==> config.mk <==
export PLATFORM = sky130hd
export DESIGN_NAME = mpu_load_feeder_flat
export DESIGN_NICKNAME = d
export VERILOG_FILES = /design/src/rtl/mpu_load_feeder_pkg.sv /design/src/rtl/mpu_load_feeder_if.sv /design/src/rtl/mpu_load_feeder_buffer.sv /design/src/rtl/mpu_load_feeder.sv /design/src/flat_wrapper.sv
export SDC_FILE = /design/constraint.sdc
export NUM_CORES = 1
export LEC_CHECK = 0
export BUFFER_PORTS_ARGS = -buffer_cell sky130_fd_sc_hd__buf_4
export CORE_AREA = 3 3 203 205
export DETAILED_ROUTE_END_ITERATION = 10
export DIE_AREA = 0 0 206 208
export PLACE_DENSITY_LB_ADDON = 0.08
export SETUP_SLACK_MARGIN = 0.2
export SYNTH_ARGS = -nofsm -noshare
export SYNTH_HDL_FRONTEND = slang
export SYNTH_SLANG_ARGS = --single-unit
==> constraint.sdc <==
create_clock -name clk -period 3.7 [get_ports clk]
set_input_delay 0.74 -clock clk [delete_from_list [all_inputs] [get_ports clk]]
set_output_delay 0.74 -clock clk [all_outputs]
set_load 0.1 [all_outputs]
==> src/rtl/mpu_load_feeder_pkg.sv <==
// Shared definitions for the matrix load feeder.
// global_defs carries the matrix-unit geometry and element format used
// across the MPU; mpu_pkg carries the feeder's own state encoding and
// counter widths derived from that geometry.

package global_defs;
  localparam int M               = 4;
  localparam int N               = 4;
  localparam int MBITS           = 2;
  localparam int NBITS           = 2;
  localparam int FPBITS          = 31;
  localparam int MATRIX_REG_BITS = 2;
endpackage

package mpu_pkg;
  import global_defs::*;

  typedef enum logic [1:0] {
    FEED_IDLE,
    FEED_FILL,
    FEED_DRAIN,
    FEED_GAP
  } feed_state_t;

  // Wide enough to hold a full-matrix element count (0..M*N).
  localparam int ELEM_CNT_BITS = $clog2(M * N + 1);

  // Largest legal row/column counts, sized to the command fields.
  localparam logic [MBITS:0] M_MAX = (MBITS + 1)'(M);
  localparam logic [NBITS:0] N_MAX = (NBITS + 1)'(N);
endpackage

==> src/rtl/mpu_load_feeder_if.sv <==
// Bundle of the feeder's command, source-stream and load-unit signals.
// slave is the feeder's view; master is the view of whatever drives the
// feeder (memory front end and load unit together).

interface mpu_load_feeder_if;
  import global_defs::*;

  logic                     cmd_valid_in;
  logic                     cmd_ready_out;
  logic [MATRIX_REG_BITS:0] cmd_addr_in;
  logic [MBITS:0]           cmd_m_size_in;
  logic [NBITS:0]           cmd_n_size_in;

  logic                     src_valid_in;
  logic                     src_ready_out;
  logic [FPBITS:0]          src_element_in;

  logic                     load_en_out;
  logic [FPBITS:0]          mem_load_element_out;
  logic [MATRIX_REG_BITS:0] mem_load_addr_out;
  logic [MBITS:0]           mem_m_load_size_out;
  logic [NBITS:0]           mem_n_load_size_out;
  logic                     mem_load_ack_in;
  logic                     mem_load_error_in;

  logic                     busy_out;
  logic                     done_out;
  logic                     error_out;

  modport slave (
    input  cmd_valid_in, cmd_addr_in, cmd_m_size_in, cmd_n_size_in,
    input  src_valid_in, src_element_in,
    input  mem_load_ack_in, mem_load_error_in,
    output cmd_ready_out, src_ready_out,
    output load_en_out, mem_load_element_out, mem_load_addr_out,
    output mem_m_load_size_out, mem_n_load_size_out,
    output busy_out, done_out, error_out
  );

  modport master (
    output cmd_valid_in, cmd_addr_in, cmd_m_size_in, cmd_n_size_in,
    output src_valid_in, src_element_in,
    output mem_load_ack_in, mem_load_error_in,
    input  cmd_ready_out, src_ready_out,
    input  load_en_out, mem_load_element_out, mem_load_addr_out,
    input  mem_m_load_size_out, mem_n_load_size_out,
    input  busy_out, done_out, error_out
  );
endinterface

==> src/rtl/mpu_load_feeder_buffer.sv <==
// Element store for one matrix: a synchronous write port fed by the source
// stream and an asynchronous read port so the drain side can present
// buf[rd_cnt] in the same cycle the pointer changes. Contents are never
// reset; validity is tracked entirely by the feeder's counters.

module mpu_feed_buffer
  import global_defs::*;
#(
  parameter int DEPTH = M * N,
  parameter int AW    = (DEPTH > 1) ? $clog2(DEPTH) : 1
) (
  input  logic            clk,
  input  logic            wr_en_i,
  input  logic [AW-1:0]   wr_addr_i,
  input  logic [FPBITS:0] wr_data_i,
  input  logic [AW-1:0]   rd_addr_i,
  output logic [FPBITS:0] rd_data_o
);

  logic [FPBITS:0] mem_q [DEPTH];

  // Capture one source element per accepted handshake.
  always_ff @(posedge clk) begin
    if (wr_en_i) begin
      mem_q[wr_addr_i] <= wr_data_i;
    end
  end

  assign rd_data_o = mem_q[rd_addr_i];

endmodule

==> src/rtl/mpu_load_feeder.sv <==
// Upstream stage of the matrix load unit. Accepts a load command, buffers
// the whole m x n matrix from a valid/ready source, then replays it to the
// load unit as one unbroken burst with load_en held high, followed by one
// idle gap cycle so the load unit can reset its row/column pointers.
// Optional build macro: MPU_FEED_TIMEOUT_EN adds a source-stall timeout in
// the fill phase (TIMEOUT_CYCLES idle cycles aborts the command).

module mpu_load_feeder
  import global_defs::*;
  import mpu_pkg::*;
#(
  parameter int BUF_DEPTH      = M * N,
  parameter int TIMEOUT_CYCLES = 1024
) (
  input  logic               clk,
  input  logic               rst_n,
  mpu_load_feeder_if.slave   bus
);

  localparam int BUF_AW = (BUF_DEPTH > 1) ? $clog2(BUF_DEPTH) : 1;

  // Elaboration-time sanity checks on the configuration.
  if (BUF_DEPTH < M * N) begin : g_bad_depth
    $error("mpu_load_feeder: BUF_DEPTH must hold a full M*N matrix");
  end
  if (TIMEOUT_CYCLES < 2) begin : g_bad_timeout
    $error("mpu_load_feeder: TIMEOUT_CYCLES must be at least 2");
  end

  feed_state_t              state_q, state_d;
  logic [ELEM_CNT_BITS-1:0] wr_cnt_q, wr_cnt_d;
  logic [ELEM_CNT_BITS-1:0] rd_cnt_q, rd_cnt_d;
  logic [ELEM_CNT_BITS-1:0] total_q, total_d;
  logic [MATRIX_REG_BITS:0] addr_q, addr_d;
  logic [MBITS:0]           m_q, m_d;
  logic [NBITS:0]           n_q, n_d;
  logic                     done_q, done_d;
  logic                     error_q, error_d;

`ifdef MPU_FEED_TIMEOUT_EN
  localparam int STALL_BITS = $clog2(TIMEOUT_CYCLES + 1);
  localparam logic [STALL_BITS-1:0] STALL_LAST = STALL_BITS'(TIMEOUT_CYCLES - 1);
  logic [STALL_BITS-1:0] stall_q, stall_d;
`endif

  logic [ELEM_CNT_BITS-1:0] lastIdx;
  logic                     srcFire;
  logic                     cmdBad;
  logic [FPBITS:0]          rdData;

  assign lastIdx = total_q - ELEM_CNT_BITS'(1);
  assign srcFire = (state_q == FEED_FILL) && bus.src_valid_in;
  assign cmdBad  = (bus.cmd_m_size_in == '0) || (bus.cmd_n_size_in == '0) ||
                   (bus.cmd_m_size_in > M_MAX) || (bus.cmd_n_size_in > N_MAX);

  mpu_feed_buffer #(
    .DEPTH (BUF_DEPTH),
    .AW    (BUF_AW)
  ) u_buffer (
    .clk       (clk),
    .wr_en_i   (srcFire),
    .wr_addr_i (BUF_AW'(wr_cnt_q)),
    .wr_data_i (bus.src_element_in),
    .rd_addr_i (BUF_AW'(rd_cnt_q)),
    .rd_data_o (rdData)
  );

  // State, pointers, command latches and pulse flags; reset drops any
  // partially buffered matrix immediately.
  always_ff @(posedge clk or negedge rst_n) begin
    if (!rst_n) begin
      state_q  <= FEED_IDLE;
      wr_cnt_q <= '0;
      rd_cnt_q <= '0;
      total_q  <= '0;
      addr_q   <= '0;
      m_q      <= '0;
      n_q      <= '0;
      done_q   <= 1'b0;
      error_q  <= 1'b0;
`ifdef MPU_FEED_TIMEOUT_EN
      stall_q  <= '0;
`endif
    end else begin
      state_q  <= state_d;
      wr_cnt_q <= wr_cnt_d;
      rd_cnt_q <= rd_cnt_d;
      total_q  <= total_d;
      addr_q   <= addr_d;
      m_q      <= m_d;
      n_q      <= n_d;
      done_q   <= done_d;
      error_q  <= error_d;
`ifdef MPU_FEED_TIMEOUT_EN
      stall_q  <= stall_d;
`endif
    end
  end

  // Next-state logic: accept/validate, fill until the matrix is complete,
  // drain on load-unit acks, then one gap cycle before reporting done.
  always_comb begin
    state_d  = state_q;
    wr_cnt_d = wr_cnt_q;
    rd_cnt_d = rd_cnt_q;
    total_d  = total_q;
    addr_d   = addr_q;
    m_d      = m_q;
    n_d      = n_q;
    done_d   = 1'b0;
    error_d  = 1'b0;
`ifdef MPU_FEED_TIMEOUT_EN
    stall_d  = '0;
`endif

    case (state_q)
      FEED_IDLE: begin
        if (bus.cmd_valid_in) begin
          addr_d = bus.cmd_addr_in;
          m_d    = bus.cmd_m_size_in;
          n_d    = bus.cmd_n_size_in;
          if (cmdBad) begin
            error_d = 1'b1;
          end else begin
            state_d  = FEED_FILL;
            wr_cnt_d = '0;
            rd_cnt_d = '0;
            total_d  = ELEM_CNT_BITS'(bus.cmd_m_size_in) *
                       ELEM_CNT_BITS'(bus.cmd_n_size_in);
          end
        end
      end

      FEED_FILL: begin
        if (srcFire) begin
          if (wr_cnt_q == lastIdx) begin
            state_d  = FEED_DRAIN;
            wr_cnt_d = '0;
          end else begin
            wr_cnt_d = wr_cnt_q + ELEM_CNT_BITS'(1);
          end
        end
`ifdef MPU_FEED_TIMEOUT_EN
        else if (stall_q == STALL_LAST) begin
          state_d  = FEED_IDLE;
          wr_cnt_d = '0;
          error_d  = 1'b1;
        end else begin
          stall_d = stall_q + STALL_BITS'(1);
        end
`endif
      end

      FEED_DRAIN: begin
        if (bus.mem_load_error_in) begin
          state_d  = FEED_IDLE;
          rd_cnt_d = '0;
          wr_cnt_d = '0;
          error_d  = 1'b1;
        end else if (bus.mem_load_ack_in) begin
          if (rd_cnt_q == lastIdx) begin
            state_d  = FEED_GAP;
            rd_cnt_d = '0;
          end else begin
            rd_cnt_d = rd_cnt_q + ELEM_CNT_BITS'(1);
          end
        end
      end

      FEED_GAP: begin
        state_d = FEED_IDLE;
        done_d  = 1'b1;
      end

      default: begin
        state_d = FEED_IDLE;
      end
    endcase
  end

  assign bus.cmd_ready_out        = (state_q == FEED_IDLE);
  assign bus.src_ready_out        = (state_q == FEED_FILL);
  assign bus.load_en_out          = (state_q == FEED_DRAIN);
  assign bus.busy_out             = (state_q != FEED_IDLE);
  assign bus.done_out             = done_q;
  assign bus.error_out            = error_q;
  assign bus.mem_load_element_out = (state_q == FEED_DRAIN) ? rdData : '0;
  assign bus.mem_load_addr_out    = addr_q;
  assign bus.mem_m_load_size_out  = m_q;
  assign bus.mem_n_load_size_out  = n_q;

endmodule

==> src/flat_wrapper.sv <==
// flat-port wrapper written by rule: the top's interface ports become plain ports
module mpu_load_feeder_flat import global_defs::*; import mpu_pkg::*;
#(
  parameter int BUF_DEPTH      = M * N,
  parameter int TIMEOUT_CYCLES = 1024
)
  (clk, rst_n, bus_cmd_valid_in, bus_cmd_addr_in, bus_cmd_m_size_in, bus_cmd_n_size_in, bus_src_valid_in, bus_src_element_in, bus_mem_load_ack_in, bus_mem_load_error_in, bus_cmd_ready_out, bus_src_ready_out, bus_load_en_out, bus_mem_load_element_out, bus_mem_load_addr_out, bus_mem_m_load_size_out, bus_mem_n_load_size_out, bus_busy_out, bus_done_out, bus_error_out);
  mpu_load_feeder_if bus_i ();
  input  logic clk;
  input  logic rst_n;
  input wire logic [$bits(bus_i.cmd_valid_in)-1:0] bus_cmd_valid_in;
  input wire logic [$bits(bus_i.cmd_addr_in)-1:0] bus_cmd_addr_in;
  input wire logic [$bits(bus_i.cmd_m_size_in)-1:0] bus_cmd_m_size_in;
  input wire logic [$bits(bus_i.cmd_n_size_in)-1:0] bus_cmd_n_size_in;
  input wire logic [$bits(bus_i.src_valid_in)-1:0] bus_src_valid_in;
  input wire logic [$bits(bus_i.src_element_in)-1:0] bus_src_element_in;
  input wire logic [$bits(bus_i.mem_load_ack_in)-1:0] bus_mem_load_ack_in;
  input wire logic [$bits(bus_i.mem_load_error_in)-1:0] bus_mem_load_error_in;
  output wire logic [$bits(bus_i.cmd_ready_out)-1:0] bus_cmd_ready_out;
  output wire logic [$bits(bus_i.src_ready_out)-1:0] bus_src_ready_out;
  output wire logic [$bits(bus_i.load_en_out)-1:0] bus_load_en_out;
  output wire logic [$bits(bus_i.mem_load_element_out)-1:0] bus_mem_load_element_out;
  output wire logic [$bits(bus_i.mem_load_addr_out)-1:0] bus_mem_load_addr_out;
  output wire logic [$bits(bus_i.mem_m_load_size_out)-1:0] bus_mem_m_load_size_out;
  output wire logic [$bits(bus_i.mem_n_load_size_out)-1:0] bus_mem_n_load_size_out;
  output wire logic [$bits(bus_i.busy_out)-1:0] bus_busy_out;
  output wire logic [$bits(bus_i.done_out)-1:0] bus_done_out;
  output wire logic [$bits(bus_i.error_out)-1:0] bus_error_out;
  assign bus_i.cmd_valid_in = bus_cmd_valid_in;
  assign bus_i.cmd_addr_in = bus_cmd_addr_in;
  assign bus_i.cmd_m_size_in = bus_cmd_m_size_in;
  assign bus_i.cmd_n_size_in = bus_cmd_n_size_in;
  assign bus_i.src_valid_in = bus_src_valid_in;
  assign bus_i.src_element_in = bus_src_element_in;
  assign bus_i.mem_load_ack_in = bus_mem_load_ack_in;
  assign bus_i.mem_load_error_in = bus_mem_load_error_in;
  assign bus_cmd_ready_out = bus_i.cmd_ready_out;
  assign bus_src_ready_out = bus_i.src_ready_out;
  assign bus_load_en_out = bus_i.load_en_out;
  assign bus_mem_load_element_out = bus_i.mem_load_element_out;
  assign bus_mem_load_addr_out = bus_i.mem_load_addr_out;
  assign bus_mem_m_load_size_out = bus_i.mem_m_load_size_out;
  assign bus_mem_n_load_size_out = bus_i.mem_n_load_size_out;
  assign bus_busy_out = bus_i.busy_out;
  assign bus_done_out = bus_i.done_out;
  assign bus_error_out = bus_i.error_out;
  mpu_load_feeder #(.BUF_DEPTH(BUF_DEPTH), .TIMEOUT_CYCLES(TIMEOUT_CYCLES)) u_core (.clk(clk), .rst_n(rst_n), .bus(bus_i));
endmodule
==> results.txt <==
- Slew at the pin closest to its max-slew limit: 0.772 ns
- In this run the tool buffered the top-level ports with 93 buffer cells.
* Sequential cell area: 16100 µm²
- Final routed wire length divided by cell count: 26.2 µm
* Setup crit start kind: register
* Worst slack at placement: 0.563 ns
- In this run, CTS created clock tree buffers numbering 54.
- The first global-routing pass estimated 69200 µm of wire.
- Synth Warn #: 0
- Result of the run: finished clean
- The die is 206 µm wide.
- VDD IR-drop max: 0.527 mV
* Max H-tree Level: 2
- Vias per std cell: 5.97
- The number of antenna violations at the first check in global routing came to 0.
- Maximum fanout along the worst path: 26
- The count of final max-slew check failures came to 0.
- Counting the fill cells in the layout gives 2750.
- Total net switching power: 4990 µW
- Counting every instance in the synthesized netlist gives 1038.
* Antenna-violating nets left: 0
* Most frequent cells in the layout: sky130_fd_sc_hd__edfxtp_1, sky130_fd_sc_hd__buf_4, sky130_fd_sc_hd__mux4_2, sky130_fd_sc_hd__clkbuf_16, sky130_fd_sc_hd__a211oi_2
* Max clock buf depth: 3
- Max-cap violations in this run came to 0.
* Final setup fails: 0
* Netlist area before placement: 21600 µm²
- Number of I/O pins: 94
- Worst setup path start: u_core.rd_cnt_q[0]
- Residual DRC: 0
- Register bit total from synthesis: 540
* Classification of the worst setup path: reg2out
* Layout cells sized above 1: 37.5%
- Worst endpoint data arrival time: 2.73 ns
- The routed design could run at a clock period as short as 3.47 ns.
- Gr usage total: 22.0%
- Clock Sink Count: 540
- Measured against its own limit, the worst slew margin works out to 48.6%.
* Static power due to leakage: 0.00809 µW
- Core Area: 39600 µm²
- After synthesis, the share of flip-flops with an asynchronous set or reset is 5.19%.
- Combinational group share of total power: 25.4%
* Initial Utilization: 54.5%
* Element type at the critical path end: output port
- Sequential fraction of design power: 42.0%
- Average cell area after synthesis: 20.8 µm²
* Total die area: 42800 µm²
- Buffers inserted to repair hold after CTS numbered 0.
* Seq/Total Area, Yosys: 74.5%
* # rows: 73
* Area Overhead vs Synth: 18.1%
- Crit path setup slack, layout: 0.234 ns
* Number of enable flip-flop cells after synthesis: 512
- Int Power: 11800 µW
- F_max: 289 MHz
- Remaining Overflow, GRT: 0
- Commonest non-fill, non-tap cell in the layout: sky130_fd_sc_hd__edfxtp_1
- 0 antenna diodes ended up in the layout.
* Vias in the first global route: 10900
- Across the routed clock network, the largest skew measured is 0.0158 ns.
* RePlAce Congestion: 0.777
- Clock transition at the registers of the reported paths: 0.06 ns
- For this run, the leading register cell type out of synthesis is sky130_fd_sc_hd__edfxtp_1.
- Final count of hold timing violations: 0
- When the netlist entered floorplanning its net count stood at 1096.
- From bottom edge to top edge, the die measures 208 µm.
* Detailed placer's ending HPWL: 25800 µm
- Final hold analysis gives a worst-case slack of 0.0710 ns.
- For this block, the routed nets add up to 46100 µm of wire.
* Pin count of the biggest net entering global routing: 33
- Power spread over the standard cell area amounts to 659 nW/µm².
* Total number of nets in the final design: 1245
- Number of distinct standard cells referenced by the synthesized netlist: 59
- Worst flop-to-flop path startpoint: u_core.state_q[1]
- The routed layout has 10500 vias.
- Root Buffer: sky130_fd_sc_hd__clkbuf_16
- Of the available clock period, the critical path in the final layout requires 93.7%.
- The clock network burns 32.6% of the power.
* Sw frac: 29.7%
- Total area of multi-input combinational cells: 5460 µm²
- Worst min-delay path category: in2async
- TritonRoute pass-1 iters: 5
* CTS tree: built
- Unrepaired setup endpoints after global routing: yes
- At the later pin of the worst-skew pair, clock insertion delay measures 0.58 ns.
- At the worst endpoint, the required time is 2.96 ns.
- The detailed router finished its first iteration with 764 violations.
- Setup total negative slack on the finished layout was measured at 0 ns.
==> logic make-up after synthesis <==
| logic type | Yosys count | share of synthesized area, % |
|---|---|---|
| xor+xnor | 12 | 0.585 |
| flops | 540 | 74.5 |
| buf+inv | 75 | 1.96 |
| compound gates | 104 | 3.60 |
| fa+ha+maj | 11 | 0.707 |
| simple gates | 124 | 3.22 |
| mux | 172 | 15.5 |
==> registers in the layout, summed over array words and instances, names as in the netlist <==
| name | flops |
|---|---|
| u_core.bus.done_out | 1 |
| u_core.bus.error_out | 1 |
| u_core.bus.mem_load_addr_out | 3 |
| u_core.bus.mem_m_load_size_out | 3 |
| u_core.bus.mem_n_load_size_out | 3 |
| u_core.rd_cnt_q | 5 |
| u_core.state_q | 2 |
| u_core.total_q | 5 |
| u_core.u_buffer.mem_q | 512 |
| u_core.wr_cnt_q | 5 |
==> worst paths after layout <==
path,depth (start not counted),endpoint,slack [ns]
setup / recovery,7,bus_mem_load_element_out[26],0.23
hold / removal,1,u_core.bus.mem_load_addr_out[2],0.07
setup reg to reg,6,u_core.u_buffer.mem_q[13][21],0.95
hold reg to reg,1,u_core.bus.mem_load_addr_out[0],0.51
max in group asynchronous,1,u_core.rd_cnt_q[3],3.31
min in group clk,2,u_core.bus.mem_load_addr_out[0],0.39
==> cell type report <==
cell class              count  share of cell area [%]
clock buffers              59                    5.46
clock inverters            42                    1.56
inverters                  12                   0.177
multi-input cells         423                    21.4
flip-flops and latches    540                    63.1
well taps                 525                    2.58
repair buffers            156                    5.74
==> metal layers <==
metal,track usage [%],vias to the layer above,wire length (µm)
met5,0,-,0
met2,35.9,271,23200
met3,3.46,56,2460
met1,31.9,5563,19700
met4,5.29,0,810
li1,-,4600,-
==> cells in the mapped netlist, drive strengths merged (2+ instances only) <==
master | number | area (µm²)
a211o | 2 | 17.5
a211oi | 66 | 505
a21oi | 6 | 30.0
a22o | 3 | 26.3
a311oi | 3 | 32.5
and2 | 6 | 37.5
and3 | 2 | 12.5
buf | 43 | 304
clkbuf | 20 | 75.1
dfrtp | 28 | 701
edfxtp | 512 | 15400
fa | 2 | 40.0
ha | 9 | 113
inv | 12 | 45.0
mux2 | 11 | 128
mux2i | 33 | 330
mux4 | 128 | 2880
nand2 | 21 | 78.8
nand2b | 7 | 46.3
nand3 | 4 | 20.0
nor2 | 27 | 116
nor2b | 35 | 219
nor3 | 9 | 55.1
nor3b | 2 | 20.0
nor4 | 3 | 31.3
o21ai | 14 | 70.1
o2bb2ai | 3 | 26.3
or3 | 2 | 12.5
or3b | 2 | 17.5
xnor2 | 6 | 52.6
xor2 | 5 | 51.3
==> worst max-delay path, stage by stage, from the launching register on <==
cell and delay (ns):
sky130_fd_sc_hd__dfrtp_4 0.44, sky130_fd_sc_hd__buf_12 0.13, sky130_fd_sc_hd__buf_12 0.22, sky130_fd_sc_hd__mux4_2 0.53, sky130_fd_sc_hd__nor2b_1 0.15, sky130_fd_sc_hd__a211oi_1 0.32, sky130_fd_sc_hd__a211oi_2 0.08, sky130_fd_sc_hd__buf_4 0.24
==> power by group through the flow <==
stage	Combinational, µW	Clock [µW]	Sequential (µW)
floorplan	2960	0	7510
global placement	4040	0	7240
detailed placement	4070	0	7250
CTS	4290	5620	7060
global route	4550	5850	7090
finish	4270	5480	7060
==> metrics by stage <==
step	total power (µW)	cells	instance area, µm²	utilization, %
after floorplan	10500	1038	21800	-
after global placement	11300	1644	23500	59.2
after detailed placement	11300	1644	23500	59.2
after CTS	17000	1757	25400	64.2
after global routing	17500	1757	25500	64.3
final	16800	1757	25500	64.3
==> what timing repair did <==
| action | 4_1_cts | 5_1_grt |
|---|---|---|
| resized for setup | 5 | 15 |
| cloned | 1 | 0 |
| setup endpoints to repair | 32 | 26 |
| setup buffers | 11 | 0 |
(Power assumes the default switching activity.)
